===== src/rtl/alu_if.sv =====
// -----------------------------------------------------------------------------
// alu_if -- operand/result bundle for alu_core.
//
// Parameter:
//   DWIDTH  operand/result width in bits (2..64)
//
// Signals:
//   sel_i      [1:0]        operation select: 0=ADD 1=SUB 2=AND 3=OR
//   op1_i      [DWIDTH-1:0] operand A
//   op2_i      [DWIDTH-1:0] operand B
//   res_o      [DWIDTH-1:0] operation result
//   zero_o                  result is all zeros
//   neg_o                   result MSB
//   carry_o                 adder carry-out (ADD/SUB only)
//   ovf_o                   signed overflow (ADD/SUB only)
//   flags_q_o  [3:0]        registered {neg, zero, carry, ovf}
//
// Modports: master drives operands and select; slave is the ALU.
// -----------------------------------------------------------------------------
interface alu_if #(
  parameter int DWIDTH = 8
);
  logic [1:0]        sel_i;
  logic [DWIDTH-1:0] op1_i;
  logic [DWIDTH-1:0] op2_i;
  logic [DWIDTH-1:0] res_o;
  logic              zero_o;
  logic              neg_o;
  logic              carry_o;
  logic              ovf_o;
  logic [3:0]        flags_q_o;

  modport master (
    output sel_i, op1_i, op2_i,
    input  res_o, zero_o, neg_o, carry_o, ovf_o, flags_q_o
  );

  modport slave (
    input  sel_i, op1_i, op2_i,
    output res_o, zero_o, neg_o, carry_o, ovf_o, flags_q_o
  );
endinterface


===== src/rtl/alu_core.sv =====
// -----------------------------------------------------------------------------
// alu_core -- 4-operation ALU (ADD, SUB, AND, OR) with status flags.
//
// Parameter:
//   DWIDTH  operand/result width in bits (2..64)
//
// Ports:
//   clk    rising-edge clock
//   rst_n  asynchronous active-low reset
//   bus    alu_if.slave: sel_i/op1_i/op2_i in; res_o, zero_o, neg_o,
//          carry_o, ovf_o, flags_q_o out
//
// Build option:
//   ALU_OUT_REG_EN  when defined, res/zero/neg/carry/ovf are registered
//                   (one cycle latency, cleared by reset) and flags_q_o
//                   follows those registered values one cycle later.
//                   When undefined, those outputs are purely combinational
//                   and unaffected by reset.
// -----------------------------------------------------------------------------
module alu_core #(
  parameter int DWIDTH = 8
) (
  input  logic  clk,
  input  logic  rst_n,
  alu_if.slave  bus
);

  localparam int MSB = DWIDTH - 1;

  typedef enum logic [1:0] {
    OP_ADD = 2'd0,
    OP_SUB = 2'd1,
    OP_AND = 2'd2,
    OP_OR  = 2'd3
  } alu_op_e;

  logic [DWIDTH-1:0] a;
  logic [DWIDTH-1:0] b;
  logic [DWIDTH-1:0] b_eff;
  logic              is_sub;
  logic [DWIDTH:0]   sum;

  logic [DWIDTH-1:0] res_c;
  logic              carry_c;
  logic              ovf_c;
  logic              zero_c;
  logic              neg_c;

  // Values presented on the output ports (combinational or registered).
  logic [DWIDTH-1:0] out_res;
  logic              out_zero;
  logic              out_neg;
  logic              out_carry;
  logic              out_ovf;

  assign a      = bus.op1_i;
  assign b      = bus.op2_i;
  assign is_sub = (bus.sel_i == OP_SUB);

  // One shared adder: SUB is A + ~B + 1, so its carry-out means "no borrow".
  assign b_eff = is_sub ? ~b : b;
  assign sum   = {1'b0, a} + {1'b0, b_eff} + {{DWIDTH{1'b0}}, is_sub};

  always_comb begin
    // NOTE: every output of this block gets a default first so no path can
    // leave it unassigned and infer a latch.
    res_c   = '0;
    carry_c = 1'b0;
    ovf_c   = 1'b0;
    // An X select matches no item and falls to the default (all zeros).
    case (alu_op_e'(bus.sel_i))
      OP_ADD: begin
        res_c   = sum[MSB:0];
        carry_c = sum[DWIDTH];
        ovf_c   = (a[MSB] == b[MSB]) && (sum[MSB] != a[MSB]);
      end
      OP_SUB: begin
        res_c   = sum[MSB:0];
        carry_c = sum[DWIDTH];
        ovf_c   = (a[MSB] != b[MSB]) && (sum[MSB] != a[MSB]);
      end
      OP_AND:  res_c = a & b;
      OP_OR:   res_c = a | b;
      default: ;
    endcase
  end

  assign zero_c = (res_c == '0);
  assign neg_c  = res_c[MSB];

`ifdef ALU_OUT_REG_EN
  logic [DWIDTH-1:0] res_q;
  logic              zero_q;
  logic              neg_q;
  logic              carry_q;
  logic              ovf_q;

  always_ff @(posedge clk or negedge rst_n) begin
    if (!rst_n) begin
      res_q   <= '0;
      zero_q  <= 1'b0;
      neg_q   <= 1'b0;
      carry_q <= 1'b0;
      ovf_q   <= 1'b0;
    end else begin
      res_q   <= res_c;
      zero_q  <= zero_c;
      neg_q   <= neg_c;
      carry_q <= carry_c;
      ovf_q   <= ovf_c;
    end
  end

  assign out_res   = res_q;
  assign out_zero  = zero_q;
  assign out_neg   = neg_q;
  assign out_carry = carry_q;
  assign out_ovf   = ovf_q;
`else
  assign out_res   = res_c;
  assign out_zero  = zero_c;
  assign out_neg   = neg_c;
  assign out_carry = carry_c;
  assign out_ovf   = ovf_c;
`endif

  // Status snapshot of whatever the output ports currently show.
  logic [3:0] flags_q;

  always_ff @(posedge clk or negedge rst_n) begin
    if (!rst_n) begin
      flags_q <= 4'b0000;
    end else begin
      // NOTE: registered state uses non-blocking assignment so every flop
      // samples its inputs from before the edge.
      flags_q <= {out_neg, out_zero, out_carry, out_ovf};
    end
  end

  assign bus.res_o     = out_res;
  assign bus.zero_o    = out_zero;
  assign bus.neg_o     = out_neg;
  assign bus.carry_o   = out_carry;
  assign bus.ovf_o     = out_ovf;
  assign bus.flags_q_o = flags_q;

endmodule


===== src/flat_wrapper.sv =====
// flat-port wrapper written by rule: the top's interface ports become plain ports
module alu_core_flat 
#(
  parameter int DWIDTH = 8
)
  (clk, rst_n, bus_sel_i, bus_op1_i, bus_op2_i, bus_res_o, bus_zero_o, bus_neg_o, bus_carry_o, bus_ovf_o, bus_flags_q_o);
  alu_if #(.DWIDTH(DWIDTH)) bus_i ();
  input  logic clk;
  input  logic rst_n;
  input wire logic [$bits(bus_i.sel_i)-1:0] bus_sel_i;
  input wire logic [$bits(bus_i.op1_i)-1:0] bus_op1_i;
  input wire logic [$bits(bus_i.op2_i)-1:0] bus_op2_i;
  output wire logic [$bits(bus_i.res_o)-1:0] bus_res_o;
  output wire logic [$bits(bus_i.zero_o)-1:0] bus_zero_o;
  output wire logic [$bits(bus_i.neg_o)-1:0] bus_neg_o;
  output wire logic [$bits(bus_i.carry_o)-1:0] bus_carry_o;
  output wire logic [$bits(bus_i.ovf_o)-1:0] bus_ovf_o;
  output wire logic [$bits(bus_i.flags_q_o)-1:0] bus_flags_q_o;
  assign bus_i.sel_i = bus_sel_i;
  assign bus_i.op1_i = bus_op1_i;
  assign bus_i.op2_i = bus_op2_i;
  assign bus_res_o = bus_i.res_o;
  assign bus_zero_o = bus_i.zero_o;
  assign bus_neg_o = bus_i.neg_o;
  assign bus_carry_o = bus_i.carry_o;
  assign bus_ovf_o = bus_i.ovf_o;
  assign bus_flags_q_o = bus_i.flags_q_o;
  alu_core #(.DWIDTH(DWIDTH)) u_core (.clk(clk), .rst_n(rst_n), .bus(bus_i));
endmodule

===== config.mk =====
export PLATFORM = sky130hd
export DESIGN_NAME = alu_core_flat
export DESIGN_NICKNAME = d
export VERILOG_FILES = /design/src/rtl/alu_if.sv /design/src/rtl/alu_core.sv /design/src/flat_wrapper.sv
export SDC_FILE = /design/constraint.sdc
export NUM_CORES = 1
export LEC_CHECK = 0
export ABC_AREA = 1
export CORE_MARGIN = 4
export CORE_UTILIZATION = 41
export DETAILED_ROUTE_END_ITERATION = 12
export HOLD_SLACK_MARGIN = 0.08
export PLACE_DENSITY = 0.77
export SYNTH_ARGS = -nofsm -noshare
export SYNTH_HDL_FRONTEND = slang
export SYNTH_SLANG_ARGS = --single-unit

===== constraint.sdc =====
create_clock -name clk -period 2.7 [get_ports clk]
set_input_delay 0.54 -clock clk [delete_from_list [all_inputs] [get_ports clk]]
set_output_delay 0.54 -clock clk [all_outputs]
set_load 0.03 [all_outputs]

# Yosys cells after proc, flatten, opt, wreduce, memory -nomap -nowiden
# Cells that the tools add are included.
# W data, S select, Z words.
[word_totals]
wordCells = 21
input_bits = 20
out_inout_bits = 16
ff_bits = 4
[classes]
eq_ne = 6
n_bitwise = 3
addsub = 2
mux = 4
reduce_logical = 5
[ops]
columns = ["cell", "count"]
rows = [
  ["$pmux W8 S3", 1],
  ["$add A8 B8 Y9", 1],
  ["$add A9 B1 Y9", 1],
  ["$and A8 B8 Y8", 1],
  ["$logic_not A8 Y1", 1],
  ["$mux W8", 1],
  ["$not A8 Y8", 1],
  ["$or A8 B8 Y8", 1],
  ["$eq A2 B2 Y1 const B", 2],
  ["$eq A2 B1 Y1 const B", 1],
  ["$logic_and A1 B1 Y1", 2],
  ["$logic_not A2 Y1", 1],
  ["$ne A1 B1 Y1", 2],
  ["$pmux W1 S2", 1],
  ["$reduce_or A2 Y1", 1],
  ["$eq A1 B1 Y1", 1],
  ["$mux W1", 1],
]

# Depth between registers and ports, before layout
# Gate-level depths: netlist of the first run.
[logic_depth]
depth_word = 7
depth_mapped = 15
mapped_depth_nobuf = 14

# Worst setup path before layout of the first run
# No wires, ideal clock.
[synth_path]
kind = "input-to-output"
from = "input port bus_sel_i[1]"
to = "output port bus_zero_o"
slack_ns = -0.315
n_path_buf = 1
t_arrival_ns = 2.475
path_stages = 12
required_ns = 2.160
cell_sequence = "buf_6 inv_12 nand2_8 xnor2_1 fa_1 o21ai_0 nand2_1 nor2_1 nand3_1 nor2_1 nand3_1 nor2_2"
[synth_via]
elab_chain_len = 6
word_cells_on_any_way = 10
cone_classes = "add/sub (2); eq/ne (3); mux (2); reduce/logical (3)"
[synth_rtl]
columns = ["element", "line_no", "rtl"]
rows = [
  ["start: declaration", "flat_wrapper.sv:10", "input wire logic [$bits(bus_i.sel_i)-1:0] bus_sel_i;"],
  ["$eq A2 B1 Y1", "alu_core.sv:58, alu_core.sv:71", ""],
  ["$mux W8", "alu_core.sv:61", "assign b_eff = is_sub ? ~b : b;"],
  ["$add A8 B8 Y9", "alu_core.sv:62", "assign sum = {1'b0, a} + {1'b0, b_eff} + {{DWIDTH{1'b0}}, is_sub};"],
  ["$add A9 B1 Y9", "alu_core.sv:62", ""],
  ["$pmux W8 S3 (*)", "alu_core.sv:71", "case (alu_op_e'(bus.sel_i))"],
  ["net bus_res_o[2]", "flat_wrapper.sv:13", "output wire logic [$bits(bus_i.res_o)-1:0] bus_res_o;"],
  ["$logic_not A8 Y1 (*)", "alu_core.sv:88", "assign zero_c = (res_c == '0);"],
  ["end: declaration", "flat_wrapper.sv:14", "output wire logic [$bits(bus_i.zero_o)-1:0] bus_zero_o;"],
]
# Mark *: on every way through the listed nets, which the timed path passes. The rest lies on a longest branch.

# Worst setup path after layout of the first run
[layout_path]
from = "input port bus_sel_i[1]"
to = "output port bus_zero_o"
[layout_via]
elab_chain_len = 6
word_cells_on_any_way = 10
cone_classes = "add/sub (2); eq/ne (3); mux (2); reduce/logical (3)"
[layout_rtl]
columns = ["element", "line_no"]
rows = [
  ["$eq A2 B1 Y1", "alu_core.sv:58, alu_core.sv:71"],
  ["$mux W8", "alu_core.sv:61"],
  ["$add A8 B8 Y9", "alu_core.sv:62"],
  ["$add A9 B1 Y9", "alu_core.sv:62"],
  ["$pmux W8 S3 (*)", "alu_core.sv:71"],
  ["$logic_not A8 Y1 (*)", "alu_core.sv:88"],
]
# Mark *: on every way between the ends. The rest lies on a longest branch, timed or not.

==> results of run 1 <==
-- cell type report --
class	instances	area, um^2
clock buffers	3	22.52
inverters	29	121.4
flip-flops and latches	4	100.1
repair buffers	91	807.0
fillers	70	126.4
well taps	28	35.03
multi-input cells	119	1064
-- what timing repair did --
item                                    CTS  global route
pin swaps                                38            29
gates resized for setup                  79            35
buffers inserted                         12             7
endpoints found under the setup margin   12            10
-- power groups by stage --
stage | combinational (mW) | sequential, mW | clock (mW)
floorplan | 0.254 | 0.0807 | 0
global placement | 0.444 | 0.0683 | 0
detailed placement | 0.456 | 0.0688 | 0
CTS | 0.553 | 0.0680 | 0.0778
global route | 0.714 | 0.0681 | 0.0796
finish | 0.687 | 0.0680 | 0.0809
-- cell families (layout without fill, tap and decap cells) --
family	after synthesis	in the layout	share of synthesized area
AOI/OAI and AO/OA	18	18	0.09641
DFF	4	4	0.09889
xor gates and xnor gates	7	7	0.06057
and+or+nand+nor	81	81	0.4265
buffers and inverters	32	123	0.1496
adders and majority gates	13	13	0.1681
-- metal layers --
layer,track usage,wire length (um)
met4,0.1589,498
met2,0.5016,2939
met3,0.02673,433
met1,0.2668,2082
met5,0,0
-- metrics by stage --
| step | power (mW) | hold WS [ps] |
|---|---|---|
| after floorplan | 0.3351 | 244.4 |
| after global placement | 0.5124 | 752.1 |
| after detailed placement | 0.5251 | 760.4 |
| after CTS | 0.6990 | 503.3 |
| after global routing | 0.8615 | 525.6 |
| final | 0.8361 | 497.6 |
-- critical path, cell delays in order --
cell and delay (ps):
sky130_fd_sc_hd__buf_12 120, sky130_fd_sc_hd__inv_12 50, sky130_fd_sc_hd__nand2_8 70, sky130_fd_sc_hd__buf_6 140, sky130_fd_sc_hd__xor2_2 140, sky130_fd_sc_hd__ha_1 370
sky130_fd_sc_hd__nand2_1 140, sky130_fd_sc_hd__nand2_2 90, sky130_fd_sc_hd__a21oi_2 200, sky130_fd_sc_hd__nand3_1 130, sky130_fd_sc_hd__nand3_2 100, sky130_fd_sc_hd__nand2_2 70
sky130_fd_sc_hd__inv_2 80, sky130_fd_sc_hd__nand3_2 100, sky130_fd_sc_hd__nor2_4 150, sky130_fd_sc_hd__buf_6 140
-- worst min path at each step --
stage | startpoint | end | cells past startpoint
after detailed placement | rst_n | u_core.bus.flags_q_o[1] | 1
after CTS | rst_n | u_core.bus.flags_q_o[1] | 1
final | rst_n | u_core.bus.flags_q_o[1] | 1
after global routing | rst_n | u_core.bus.flags_q_o[0] | 1
after floorplan | rst_n | u_core.bus.flags_q_o[0] | 0
after global placement | rst_n | u_core.bus.flags_q_o[0] | 1
-- placed cells by master, fill, tap and decap left out, types with 2 or more instances in the layout --
cell type                         synthesis  routed
sky130_fd_sc_hd__a21oi_2                  1       4
sky130_fd_sc_hd__buf_6                    2      20
sky130_fd_sc_hd__dfrtp_1                  4       4
sky130_fd_sc_hd__dlymetal6s2s_1           0       2
sky130_fd_sc_hd__nand3_4                  1       2
sky130_fd_sc_hd__buf_2                    0       3
sky130_fd_sc_hd__a21oi_1                  9       4
sky130_fd_sc_hd__dlygate4sd2_1            0       5
sky130_fd_sc_hd__inv_1                   27      20
sky130_fd_sc_hd__nand2_1                 35      15
sky130_fd_sc_hd__o21ai_0                  5       3
sky130_fd_sc_hd__nand3_2                  3       7
sky130_fd_sc_hd__a21oi_4                  0       2
sky130_fd_sc_hd__xnor2_4                  0       4
sky130_fd_sc_hd__nor2_4                   1       2
sky130_fd_sc_hd__inv_2                    1       8
sky130_fd_sc_hd__ha_4                     0       3
sky130_fd_sc_hd__a31oi_1                  3       3
sky130_fd_sc_hd__ha_1                    12       9
sky130_fd_sc_hd__clkbuf_4                 0       3
sky130_fd_sc_hd__clkdlybuf4s50_1          0      11
sky130_fd_sc_hd__nor2_1                  13      10
sky130_fd_sc_hd__nand2_2                  6      20
sky130_fd_sc_hd__nand2_4                  2       8
sky130_fd_sc_hd__nor2_2                   1       3
sky130_fd_sc_hd__buf_4                    1      49
sky130_fd_sc_hd__nand3_1                 12       7
==> run summary, run 1 <==
The share of total power dissipated in combinational logic is 0.822. The initial standard-cell utilization of the core came out at 0.4447. The gate count of the mapped netlist is between 150 and 200.

The global-route wire length before repair is ~7000 um. The leading area contributor after synthesis is sky130_fd_sc_hd__ha_1. The peak ir drop on the vdd network came out at roughly 0.00034 V. STA puts the critical path data arrival time at ~2700 ps.

Max-cap violations in this run came to 0. The number of library cell types mapped by synthesis is 30. The die is roughly 58 um wide. CTS built an H-tree with a depth of 1. The core occupancy in the finished layout is 0.9445.

The share of flip-flops with an asynchronous set or reset after synthesis came out at 1.000. The max-slew violation count is 0. The post-synthesis area per instance came out at ~6.5 um^2. The total of endpoints with negative setup slack in the final report came out at 9. Summing over every cut layer, the via total after detailed routing is ~1.6k. The number of vias per cell after detailed routing came out at approximately 5.9. The run finished, with violations left. The area of all placed cells without fillers is 2150 um^2. The slew at the pin closest to its max-slew limit is between 400 and 500 ps.

The total number of yosys warnings is 0. The reported net switching power is a little over 400 uW. The clock tree from TritonCTS is built.

The portion of total power attributed to sequential cells came out at 0.081. The proportion of power drawn by the clock network came out at 0.097. In this run, synthesis inferred 0 flip-flops with an integrated enable. The number of cells after detailed placement came out at roughly 260. The number of standard cells in the layout, taps in and fillers out is 274. The aggregate negative setup slack is -2577 ps. The maximum operating frequency is between 300 and 400 MHz. Ranked by total cell area, the synthesized netlist is headed by sky130_fd_sc_hd__ha_1 (15%), sky130_fd_sc_hd__nand2_1 (13%), sky130_fd_sc_hd__inv_1 (10%).

Dividing the detail-routed wire length by the instance count gives approximately 22 um. The flip-flop cell with the highest count after synthesis is sky130_fd_sc_hd__dfrtp_1. By instance count, the leading cell after synthesis is sky130_fd_sc_hd__nand2_1. The critical path starts at bus_sel_i[1]. The number of buffers on the longest clock path came out at 2. The most critical setup path has its endpoint at bus_zero_o. The share of synthesized area in the top cell type comes to 0.1483. The worst path setup slack after routing came out at -485.2 ps.

The number of hold-slack violations in the final timing report is 0. The worst setup path is captured at an output port. The worst slew slack as a fraction of its limit came out at 0.6871. The final reports fail on setup timing. Wires add up to approximately 6000 um.

The area enclosed by the die boundary is approximately 3300 um^2. The total inserted antenna cells came out at 0. At the worst endpoint, the required time is ~2200 ps.

The post-layout minimum cycle time came out at 3185 ps. The number of remaining DRC errors came out at 0. In this run, synthesis produced a sequential element count of 4. The synthesized area is 1012 um^2. The post-placement worst setup slack is -833.9 ps. The maximum number of pins on one net before global-route repair is 10. Setup repair after global routing could not meet its margin everywhere. The overall track demand over capacity in global routing is 0.2615. The remaining antenna violation count after routing came out at 0.

In this run the clock root is driven by a sky130_fd_sc_hd__clkbuf_4. For this run, the register share of the synthesized area comes to 0.09889. The count of standard-cell rows came out at 17.

In the final layout, the share of cells above drive strength 1 is 0.5976. The core area came out at between 2000 and 2500 um^2. The internal power of the cells came out at ~430 uW. The hold buffer count at cts is 0. The total nets after synthesis came out at ~190. The CTS sink count came out at 4. The area added between synthesis and finish came out at 112.4%.

The die is around 58 um tall. The standby leakage power came out at roughly 1.1 nW. The first TritonRoute pass finished after 4 iterations.

The switching part of the total is 0.4914. By startpoint and endpoint, the worst setup path is classified as input port to output port. The initial antenna violation count is 0. The count of input and output buffers came out at 35. The clock slew at the register clock pins of the worst setup and hold paths is around 40 ps.

After the first detailed-routing iteration, the DRC count stood at ~120. The CTS buffer count is 3. The number of global-route vias before repair was about 1.6k. By count the netlist is led by sky130_fd_sc_hd__nand2_1 (35), sky130_fd_sc_hd__inv_1 (27), sky130_fd_sc_hd__nor2_1 (13).

The number of nets in the layout is roughly 280. The register with the most flip-flops in the layout has 4 of them. In this run the worst path has a maximum fanout of 5.

The path class of the tightest hold or removal check is input port to asynchronous set/reset pin. The number of placed I/O pins came out at 36. The placed wire-length estimate came out at roughly 2700 um. The overflow left after global routing came out at 0. The post-detailed-placement cell area is 1684 um^2. The final critical-path share of the clock period came out at 1.180. The routability-driven placement congestion ratio is 0.9379.

The power per cell area is a little under 400 nW/um^2. STA classifies the critical path startpoint as an input port.
Note: power is estimated with default switching activity, not from simulation.
==> run 2, diff against run 1 <==
--- a/config.mk
+++ b/config.mk
@@ -6,6 +6,7 @@
 export NUM_CORES = 1
 export LEC_CHECK = 0
 export ABC_AREA = 1
+export CAP_MARGIN = 5
 export CORE_MARGIN = 4
 export CORE_UTILIZATION = 41
 export DETAILED_ROUTE_END_ITERATION = 12
==> results of run 2 <==
Final layout, timing and power as in run 1 (identical DEF).
